===== src/rtl/iboot_rom_asmi_pkg.sv =====
// rtl/iboot_rom_asmi_pkg.sv - shared types and constants for the ASMI burst reader
package iboot_rom_asmi_pkg;

    typedef enum logic [1:0] {
        ST_IDLE   = 2'd0,
        ST_SETUP  = 2'd1,
        ST_ISSUE  = 2'd2,
        ST_STREAM = 2'd3
    } state_t;

    localparam int ASMI_AW = 24;
    localparam logic [ASMI_AW-1:0] BASE_DEFAULT = 24'h400000;

endpackage


===== src/rtl/iboot_rom_sync_fifo.sv =====
// rtl/iboot_rom_sync_fifo.sv - single-clock show-ahead FIFO with occupancy count
module iboot_rom_sync_fifo #(
    parameter int W     = 33,
    parameter int DEPTH = 8,
    parameter int AW    = 3
) (
    input  logic          iCLOCK_ASMI,
    input  logic          inRESET,
    input  logic          flush,
    input  logic          push,
    input  logic [W-1:0]  push_data,
    input  logic          pop,
    output logic [W-1:0]  head_data,
    output logic [AW:0]   count
);

    logic [W-1:0]  mem [DEPTH];
    logic [AW-1:0] wr_ptr;
    logic [AW-1:0] rd_ptr;

    // Pointer and occupancy tracking; push+pop together leaves count unchanged even when full.
    always_ff @(posedge iCLOCK_ASMI or negedge inRESET) begin
        if (!inRESET) begin
            wr_ptr <= '0;
            rd_ptr <= '0;
            count  <= '0;
        end else if (flush) begin
            wr_ptr <= '0;
            rd_ptr <= '0;
            count  <= '0;
        end else begin
            if (push) begin
                wr_ptr <= wr_ptr + 1'b1;
            end
            if (pop) begin
                rd_ptr <= rd_ptr + 1'b1;
            end
            case ({push, pop})
                2'b10:   count <= count + 1'b1;
                2'b01:   count <= count - 1'b1;
                default: count <= count;
            endcase
        end
    end

    // Storage array; a head popped in the same cycle it is overwritten was already read out.
    always_ff @(posedge iCLOCK_ASMI) begin
        if (push && !flush) begin
            mem[wr_ptr] <= push_data;
        end
    end

    assign head_data = mem[rd_ptr];

endmodule


===== src/rtl/iboot_rom_asmi_burst_reader.sv =====
// rtl/iboot_rom_asmi_burst_reader.sv - ASMI segmented burst reader with output FIFO (option: IBOOT_ROM_ASMI_TIMEOUT_EN)
module iboot_rom_asmi_burst_reader
    import iboot_rom_asmi_pkg::*;
#(
    parameter int AN      = 23,
    parameter int DN      = 32,
    parameter int LEN_N   = 8,
    parameter logic [ASMI_AW-1:0] BASE = BASE_DEFAULT,
    parameter int QUEUE   = 8,
    parameter int QUEUE_N = 3,
    parameter int TMO_N   = 16
) (
    input  logic               iCLOCK_ASMI,
    input  logic               inRESET,
    input  logic               iRESET_SYNC,
    input  logic               iRQ_REQ,
    output logic               oRQ_BUSY,
    input  logic [AN-1:0]      iRQ_ADDR,
    input  logic [LEN_N-1:0]   iRQ_LEN,
    output logic [ASMI_AW-1:0] oASMI_ADDR,
    output logic               oASMI_READ,
    output logic               oASMI_RDEN,
    input  logic               iASMI_BUSY,
    input  logic               iASMI_DATA_VALID,
    input  logic [7:0]         iASMI_DATA,
    output logic               oRD_VALID,
    input  logic               iRD_BUSY,
    output logic [DN-1:0]      oRD_DATA,
    output logic               oRD_LAST,
    output logic               oERR_TIMEOUT
);

    localparam int BPW  = DN / 8;
    localparam int BC_W = (BPW > 1) ? $clog2(BPW) : 1;

    state_t             state;
    logic [AN-1:0]      addr;
    logic [LEN_N:0]     remaining;
    logic [QUEUE_N:0]   seg_words;
    logic [BC_W-1:0]    byte_cnt;
    logic [DN-1:0]      word_buf;
    logic               rq_busy;
    logic [ASMI_AW-1:0] asmi_addr;
    logic               asmi_read;
    logic               asmi_rden;

    logic [QUEUE_N:0]   fifo_count;
    logic [DN:0]        fifo_head;
    logic [QUEUE_N:0]   free_slots;
    logic [QUEUE_N:0]   seg_len;
    logic               byte_in;
    logic               word_done;
    logic [DN-1:0]      word_next;
    logic [DN:0]        push_data;
    logic               pop;
    logic               timeout_hit;

    // Credit and byte-lane assembly: a segment never asks for more words than the FIFO can hold.
    always_comb begin
        free_slots = (QUEUE_N+1)'(QUEUE) - fifo_count;
        if (int'(remaining) < int'(free_slots)) begin
            seg_len = (QUEUE_N+1)'(remaining);
        end else begin
            seg_len = free_slots;
        end
        byte_in   = (state == ST_STREAM) && iASMI_DATA_VALID;
        word_done = byte_in && (byte_cnt == BC_W'(BPW - 1));
        word_next = word_buf | (DN'(iASMI_DATA) << {byte_cnt, 3'b000});
        push_data = {(remaining == (LEN_N+1)'(1)), word_next};
        pop       = (fifo_count != '0) && !iRD_BUSY;
    end

`ifdef IBOOT_ROM_ASMI_TIMEOUT_EN
    logic [TMO_N-1:0] tmo_cnt;
    logic             err_timeout;

    assign timeout_hit = (state == ST_STREAM) && !iASMI_DATA_VALID &&
                         (tmo_cnt == {{(TMO_N-1){1'b1}}, 1'b0});
    assign oERR_TIMEOUT = err_timeout;

    // Idle-cycle counter for STREAM; the flag stays set until a reset.
    always_ff @(posedge iCLOCK_ASMI or negedge inRESET) begin
        if (!inRESET) begin
            tmo_cnt     <= '0;
            err_timeout <= 1'b0;
        end else if (iRESET_SYNC) begin
            tmo_cnt     <= '0;
            err_timeout <= 1'b0;
        end else begin
            if (state != ST_STREAM || iASMI_DATA_VALID) begin
                tmo_cnt <= '0;
            end else begin
                tmo_cnt <= tmo_cnt + 1'b1;
            end
            if (timeout_hit) begin
                err_timeout <= 1'b1;
            end
        end
    end
`else
    assign timeout_hit  = 1'b0;
    assign oERR_TIMEOUT = 1'b0;
`endif

    // Request/segment sequencer with registered ASMI handshake outputs.
    always_ff @(posedge iCLOCK_ASMI or negedge inRESET) begin
        if (!inRESET) begin
            state     <= ST_IDLE;
            addr      <= '0;
            remaining <= '0;
            seg_words <= '0;
            byte_cnt  <= '0;
            word_buf  <= '0;
            rq_busy   <= 1'b0;
            asmi_addr <= BASE;
            asmi_read <= 1'b0;
            asmi_rden <= 1'b0;
        end else if (iRESET_SYNC) begin
            state     <= ST_IDLE;
            addr      <= '0;
            remaining <= '0;
            seg_words <= '0;
            byte_cnt  <= '0;
            word_buf  <= '0;
            rq_busy   <= 1'b0;
            asmi_addr <= BASE;
            asmi_read <= 1'b0;
            asmi_rden <= 1'b0;
        end else begin
            asmi_read <= 1'b0;
            case (state)
                ST_IDLE: begin
                    if (iRQ_REQ) begin
                        addr      <= iRQ_ADDR;
                        remaining <= {1'b0, iRQ_LEN} + 1'b1;
                        rq_busy   <= 1'b1;
                        state     <= ST_SETUP;
                    end
                end
                ST_SETUP: begin
                    if (seg_len != '0 && !iASMI_BUSY) begin
                        seg_words <= seg_len;
                        asmi_addr <= BASE + ASMI_AW'(addr);
                        asmi_read <= 1'b1;
                        asmi_rden <= 1'b1;
                        byte_cnt  <= '0;
                        word_buf  <= '0;
                        state     <= ST_ISSUE;
                    end
                end
                ST_ISSUE: begin
                    state <= ST_STREAM;
                end
                ST_STREAM: begin
                    if (timeout_hit) begin
                        asmi_rden <= 1'b0;
                        remaining <= '0;
                        seg_words <= '0;
                        byte_cnt  <= '0;
                        word_buf  <= '0;
                        rq_busy   <= 1'b0;
                        state     <= ST_IDLE;
                    end else if (word_done) begin
                        byte_cnt  <= '0;
                        word_buf  <= '0;
                        addr      <= addr + AN'(BPW);
                        remaining <= remaining - 1'b1;
                        seg_words <= seg_words - 1'b1;
                        if (seg_words == (QUEUE_N+1)'(1)) begin
                            asmi_rden <= 1'b0;
                            if (remaining == (LEN_N+1)'(1)) begin
                                rq_busy <= 1'b0;
                                state   <= ST_IDLE;
                            end else begin
                                state   <= ST_SETUP;
                            end
                        end
                    end else if (byte_in) begin
                        byte_cnt <= byte_cnt + 1'b1;
                        word_buf <= word_next;
                    end
                end
                default: state <= ST_IDLE;
            endcase
        end
    end

    iboot_rom_sync_fifo #(
        .W     (DN + 1),
        .DEPTH (QUEUE),
        .AW    (QUEUE_N)
    ) u_fifo (
        .iCLOCK_ASMI (iCLOCK_ASMI),
        .inRESET     (inRESET),
        .flush       (iRESET_SYNC),
        .push        (word_done && !timeout_hit),
        .push_data   (push_data),
        .pop         (pop),
        .head_data   (fifo_head),
        .count       (fifo_count)
    );

    assign oRQ_BUSY   = rq_busy;
    assign oASMI_ADDR = asmi_addr;
    assign oASMI_READ = asmi_read;
    assign oASMI_RDEN = asmi_rden;
    assign oRD_VALID  = (fifo_count != '0);
    assign oRD_DATA   = oRD_VALID ? fifo_head[DN-1:0] : '0;
    assign oRD_LAST   = oRD_VALID ? fifo_head[DN] : 1'b0;

endmodule


===== config.mk =====
export PLATFORM = sky130hd
export DESIGN_NAME = iboot_rom_asmi_burst_reader
export DESIGN_NICKNAME = d
export VERILOG_FILES = /design/src/rtl/iboot_rom_asmi_pkg.sv /design/src/rtl/iboot_rom_sync_fifo.sv /design/src/rtl/iboot_rom_asmi_burst_reader.sv
export SDC_FILE = /design/constraint.sdc
export NUM_CORES = 1
export LEC_CHECK = 0
export BUFFER_PORTS_ARGS = -buffer_cell sky130_fd_sc_hd__buf_2
export CORE_MARGIN = 3
export CORE_UTILIZATION = 45
export DETAILED_ROUTE_END_ITERATION = 10
export GPL_TIMING_DRIVEN = 0
export MAX_ROUTING_LAYER = met4
export PLACE_DENSITY = 0.61
export SLEW_MARGIN = 15
export SYNTH_ARGS = -nofsm -noshare
export SYNTH_HDL_FRONTEND = slang
export SYNTH_SLANG_ARGS = --single-unit

===== constraint.sdc =====
create_clock -name iCLOCK_ASMI -period 4.7 [get_ports iCLOCK_ASMI]
set_input_delay 0.47 -clock iCLOCK_ASMI [delete_from_list [all_inputs] [get_ports iCLOCK_ASMI]]
set_output_delay 0.47 -clock iCLOCK_ASMI [all_outputs]
set_load 0.02 [all_outputs]

==> results by group, run 1 <==
Drt
  • First drt pass iteration count: 5
  • Post-DRT Antenna Nets: 0
  • WL/cell: 21.6 µm
  • Wirelength, routed: 38400 µm
  • DRC viols: 0
  • Via/cell ratio: 5.49
  • Via count: 9756
  • Iter 0 DRT Violations: 614

Yosys
  • Asr flop ratio synth: 29.2%
  • Yosys top cell by area: edfxtp_1
  • Seq cells post-synth: 373
  • Mapped Area: 0.0162 mm²
  • Synth Instances: 1125
  • Synth Area per Inst: 14.4 µm²
  • Sequential element share of the synthesized area: 65.6%
  • Area contributors post-synth: edfxtp_1 (49%), dfrtp_1 (17%), mux4_2 (9.2%)
  • EDFF count, synth: 264
  • Yosys warns: 0
  • Post-synth top cells: edfxtp_1 (264), nand2_1 (132), dfrtp_1 (108), nor2_1 (107), mux2i_1 (85)
  • Synth Flop Type: edfxtp_1
  • Distinct cells, synth: 61
  • Synth top area share: 48.8%
  • Net Count, Synth: 1191
  • Count leader, synth: edfxtp_1

Setup path
  • WS Path Type: flip-flop to primary output
  • Crit path cell chain: clkbuf_1 > buf_1 > buf_2 > mux4_2 > mux2i_1 > nor2_1 > buf_2
  • Critical-path top delay cell: buf_1
  • Crit. End Element: primary output
  • Largest stage delay on the critical path: 0.69 ns
  • Critical path fanouts, max: 10
  • CP required: 4.23 ns
  • Worst path buffer plus inverter count: 4
  • Crit-path leading delay family: buffers and inverters
  • Worst Setup Start Kind: flip-flop
  • Most Frequent Cell on Critical Path: buf_2
  • Worst Path Arrival: 3.35 ns

Clock network
  • Clock tree from TritonCTS: done
  • Total setup buffers inserted after CTS: 0
  • Post-CTS Resized: 0
  • Clock Latency Late Sink: 0.53 ns
  • TritonCTS buffer count: 39
  • Max H-tree Level: 2
  • Clock transition at path regs: 0.06 ns
  • Clock buffer depth: 3
  • CTS root buf: clkbuf_16
  • Clk sinks: 373

Global routing
  • Largest net degree at the start of global routing: 62
  • Vias in the first global route: 10000
  • Total global routing track utilization: 20.8%
  • First-pass GRT wire length: 59800 µm
  • GRT overflow: 0
  • Initial antenna violation count: 2

Run status
  • Status: finished, final reports clean

Timing
  • Post-Route Skew: 0.0152 ns
  • Final Max Tran Viols: 0
  • RSZ-0062 raised after global routing: no
  • Setup TNS: 0 ns
  • Slew HR: 28.7%
  • Fmax: 0.262 GHz
  • Period utilization: 81.3%
  • Final Setup Violations: 0
  • Worst-margin pin slew: 1.07 ns
  • Final min period: 3.82 ns
  • Final Hold Fails: 0

Place
  • PortBufs: 106
  • DP Wirelength: 25400 µm
  • Cell Area, Placed: 0.0177 mm²
  • RePlAce Congestion: 0.907

Min path
  • HP Class: primary input to flip-flop

Power
  • Lkg Pwr: 0.00729 µW
  • Pwr per Cell Area: 471 mW/mm²
  • Max VDD drop: 0.310 mV

Final layout
  • Final Instance Area: 0.0189 mm²
  • P&R area growth vs syn: 16.3%
  • Core Util, Final: 53.9%
  • Nets: 1356
  • Layout cell share with drive strength beyond 1: 21.2%

Floorplan
  • Die W: 196 µm
  • Initial core utilization: 46.3%
  • Row count: 68
  • Die H: 196 µm
  • Die footprint: 0.0384 mm²
  • I/O pins: 108
  • Core Region: 0.0351 mm²

Run
  • Max Cap Violations: 0
final cells by class:
cell class / instances / area (µm²)
antenna: 2 / 5.00
buffer: 56 / 243
clock buffer: 56 / 1060
clock inverter: 15 / 133
fill: 2979 / 16200
inverter: 42 / 158
multi-input combinational: 654 / 5230
sequential: 373 / 10700
tap: 455 / 569
timing repair buffer: 124 / 822
kinds of logic after synthesis:
kind of cell	count (synthesis)	synth area share [%]
xor gates and xnor gates	15	0.809
adders and majority gates	20	1.59
muxes	162	15.3
buffers and inverters	98	2.46
DFF	373	65.6
and+or+nand+nor	338	9.35
other	1	0.0231
AOI/OAI and AO/OA	118	4.88
power breakdown:
group	leakage, µW	internal, µW	total, µW	switching (µW)
logic	0.00264	850	2170	1320
clock network	0.000580	1680	2920	1230
registers	0.00407	3650	3810	153
total	0.00729	6190	8890	2700
what timing repair did:
| action | 4_1_cts | 5_1_grt |
|---|---|---|
| hold endpoints to repair | 47 | 0 |
| endpoints found under the setup margin | 0 | 0 |
| hold buffers | 1 | 0 |
metal layers:
| layer | GRT usage (%) | vias up | wire (µm) | part of all wire, % |
|---|---|---|---|---|
| met5 | - | - | 0 | 0 |
| met1 | 28.6 | 4927 | 17200 | 45 |
| met3 | 3.45 | 47 | 1900 | 5.0 |
| met2 | 33.4 | 263 | 18800 | 49 |
| li1 | - | 4519 | - | - |
| met4 | 4.04 | 0 | 548 | 1.4 |
stage by stage:
step	cells	worst slack, ns	power, µW	hold slack [ns]
finish	1777	0.877	8890	0.160
global route	1777	0.575	9350	0.154
CTS	1775	0.751	9000	0.131
detailed placement	1703	1.12	6070	0.454
global placement	1686	-2.15	6040	0.488
floorplan	1125	0.757	5400	0.174
path summary, 6_finish.rpt:
| kind | startpoint | to | slack (ns) | cells after the start |
|---|---|---|---|---|
| worst max-delay path | u_fifo.rd_ptr[0] | oRD_DATA[8] | 0.88 | 7 |
| min in group asynchronous | inRESET | oASMI_ADDR[7] | 0.46 | 2 |
| worst max register to register | u_fifo.count[0] | u_fifo.count[3] | 1.11 | 14 |
| worst min register to register | addr[0] | addr[0] | 0.51 | 1 |
| worst min-delay path | iRQ_ADDR[21] | addr[21] | 0.16 | 3 |
| max in group asynchronous | inRESET | word_buf[20] | 3.55 | 3 |
sequential cells by signal, indices dropped and copies added (netlist names):
signal / cells
seg_words: 4
oASMI_RDEN: 1
addr: 23
state: 2
u_fifo.rd_ptr: 3
oASMI_ADDR: 24
oRQ_BUSY: 1
u_fifo.wr_ptr: 3
word_buf: 32
u_fifo.mem: 264
oASMI_READ: 1
u_fifo.count: 4
byte_cnt: 2
remaining: 9
worst min-delay path: cells and delay by family:
family	cells	cell delay, ns
buffers and inverters	1	0.07
AND/OR/NAND/NOR	1	0.06
AO/OA/AOI/OAI	1	0.05
cells in the final DEF, fill, tap and decap left out, types with 38 or more instances in the layout:
cell type / count
inv_1: 42
dfrtp_1: 108
nand2_1: 132
o21ai_0: 38
mux2i_1: 85
clkbuf_1: 51
edfxtp_1: 264
clkbuf_16: 39
buf_2: 109
mux4_2: 66
nor2_1: 101
(Power assumes the default switching activity.)
==> run 2: changes to the inputs <==
clock period = 3.8 ns   (was 4.7 ns; I/O delays follow)
==> results by group, run 2 (synthesis gave the netlist of run 1 again) <==
Run status
  • Status: finished, final reports clean

Clock network
  • Clock Latency Late Sink: 0.53 ns
  • Max H-tree Level: 2
  • Clock tree from TritonCTS: done
  • CTS root buf: clkbuf_16
  • TritonCTS buffer count: 39
  • Clk sinks: 373
  • Clock buffer depth: 3
  • Clock transition at path regs: 0.06 ns

Place
  • PortBufs: 106
  • DP Wirelength: 25800 µm
  • Placed Cells: 1703
  • RePlAce Congestion: 0.914

Setup path
  • Worst Setup Start Kind: flip-flop
  • Worst Path Arrival: 4.02 ns
  • CP required: 4.20 ns
  • Most Frequent Cell on Critical Path: ha_1
  • Critical path fanouts, max: 10
  • Largest stage delay on the critical path: 0.48 ns
  • Reg2Reg Launch Point: u_fifo.count[0]
  • R2R cell count: 12
  • WS Path Type: flip-flop to flip-flop
  • Crit path cell chain: inv_1 > ha_1 > nand2b_1 > nand2_1 > ha_1 > o21ai_0 > o211ai_4 > nor4b_4 > o31ai_4 > a21oi_4 > buf_6 > mux2_1
  • Crit. End Element: flip-flop
  • Critical-path top delay cell: dfrtp_1
  • R2r endpoint: byte_cnt[0]
  • R2R setup slack: 0.17 ns

Power
  • Lkg Pwr: 0.00733 µW
  • Combinational fraction of design power: 24.2%
  • Clock network power share: 33.3%
  • Sw Ratio: 30.4%
  • Max VDD drop: 0.351 mV
  • Final total power: 11100 µW
  • NetSw: 3370 µW
  • Internal power: 7710 µW
  • Pwr per Cell Area: 584 mW/mm²
  • Reg power frac: 42.4%

Min path
  • HP Start: iRQ_ADDR[21]
  • Worst hold stages: 3
  • Hold EP: addr[21]
  • HP Class: primary input to flip-flop

Timing
  • Slew HR: 30.2%
  • Final Max Tran Viols: 0
  • RSZ-0062 raised after global routing: no
  • Final Setup Violations: 0
  • Final Hold Fails: 0
  • Final min period: 3.63 ns
  • Fmax: 0.276 GHz
  • Worst-margin pin slew: 1.05 ns
  • Hold WS: 0.0656 ns
  • Period utilization: 95.4%
  • Post-Route Skew: 0.0197 ns

Global routing
  • First-pass GRT wire length: 59500 µm
  • GRT overflow: 0
  • Vias in the first global route: 10100
  • Initial antenna violation count: 2
  • Largest net degree at the start of global routing: 57
  • Total global routing track utilization: 20.6%

Floorplan
  • Die footprint: 0.0384 mm²
  • I/O pins: 108
  • Row count: 68
  • Die W: 196 µm
  • Initial core utilization: 46.3%
  • Core Region: 0.0351 mm²
  • Die H: 196 µm

Drt
  • First drt pass iteration count: 5
  • Post-DRT Antenna Nets: 0
  • Wirelength, routed: 38100 µm
  • DRC viols: 0
  • Via/cell ratio: 5.54
  • WL/cell: 21.5 µm
  • Via count: 9840
  • Iter 0 DRT Violations: 676

Final layout
  • Layout cell share with drive strength beyond 1: 21.8%
  • Most common cell after layout, fill and taps aside: edfxtp_1
  • Core Util, Final: 54.2%
  • P&R area growth vs syn: 17.0%
  • Nets: 1356
  • Sequential standard cell area: 0.0107 mm²
  • Filler cells: 2934
  • Max FFs per register: 264
  • Multi-input logic area: 0.00524 mm²
  • Final std cells w/o fill: 1777
  • Reg with most FFs: u_fifo.mem
  • Most frequent cells in the layout: edfxtp_1 (264), nand2_1 (132), buf_2 (109), dfrtp_1 (108), nor2_1 (100)

Run
  • Max Cap Violations: 0
-- run 2: worst max-delay path by stage --
stage / slack [ns] / end / cells after the start / start
2_1_floorplan: 0.04 / u_fifo.mem[1][0] / 5 / byte_cnt[0]
3_3_place_gp: -2.72 / u_fifo.mem[1][20] / 5 / byte_cnt[0]
3_5_place_dp: 0.23 / u_fifo.count[3] / 14 / u_fifo.count[0]
4_1_cts: 0.15 / oRD_DATA[16] / 7 / u_fifo.count[0]
5_1_grt: 0.008 / byte_cnt[0] / 12 / u_fifo.count[0]
6_report: 0.17 / byte_cnt[0] / 12 / u_fifo.count[0]
-- run 2: metrics by stage --
step | setup TNS [ns] | instance area (µm²) | setup slack (ns)
floorplan | 0 | 16200 | 0.0409
global placement | -306.77 | 17300 | -2.72
detailed placement | 0 | 17700 | 0.231
CTS | 0 | 19000 | 0.150
global route | 0 | 19000 | 0.00849
finish | 0 | 19000 | 0.174
-- run 2: timing repair --
| item | in CTS | in global routing |
|---|---|---|
| buffers inserted | 0 | 0 |
| endpoints found under the hold margin | 54 | 0 |
| setup endpoints to repair | 9 | 2 |
| hold buffers | 1 | 0 |
| gates resized for setup | 2 | 1 |
-- run 2: power by group through the flow --
stage          Clock [µW]  Sequential (µW)  Combinational [µW]
5_1_grt              3950             4730                2950
2_1_floorplan           0             4760                1930
3_5_place_dp            0             4780                2720
4_1_cts              3770             4700                2730
6_report             3700             4710                2680
3_3_place_gp            0             4780                2690
-- run 2: layout make-up --
cell class                      count  area share (%)
Antenna cell                        2          0.0263
Buffer                             56            1.31
Clock buffer                       47            5.40
Clock inverter                     24            1.10
Inverter                           42           0.830
Multi-Input combinational cell    654            27.6
Sequential cell                   373            56.1
Tap cell                          455            3.00
Timing Repair Buffer              124            4.64
-- run 2: critical path, delay by kind of cell (launching register included) --
family                   cells  cell delay, ns
adder cells (fa/ha/maj)      2            0.52
AND/OR/NAND/NOR              3            0.75
AO/OA/AOI/OAI                4            0.98
multiplexers                 1            0.35
flip-flops                   1            0.48
buffers and inverters        2            0.43
-- run 2: routing by layer --
metal	global-route usage, %	share of wire, %	vias to the layer above
li1	-	-	4534
met5	-	0	-
met1	27.2	43	4993
met2	34.0	49	259
met4	4.44	1.8	0
met3	3.57	5.7	54
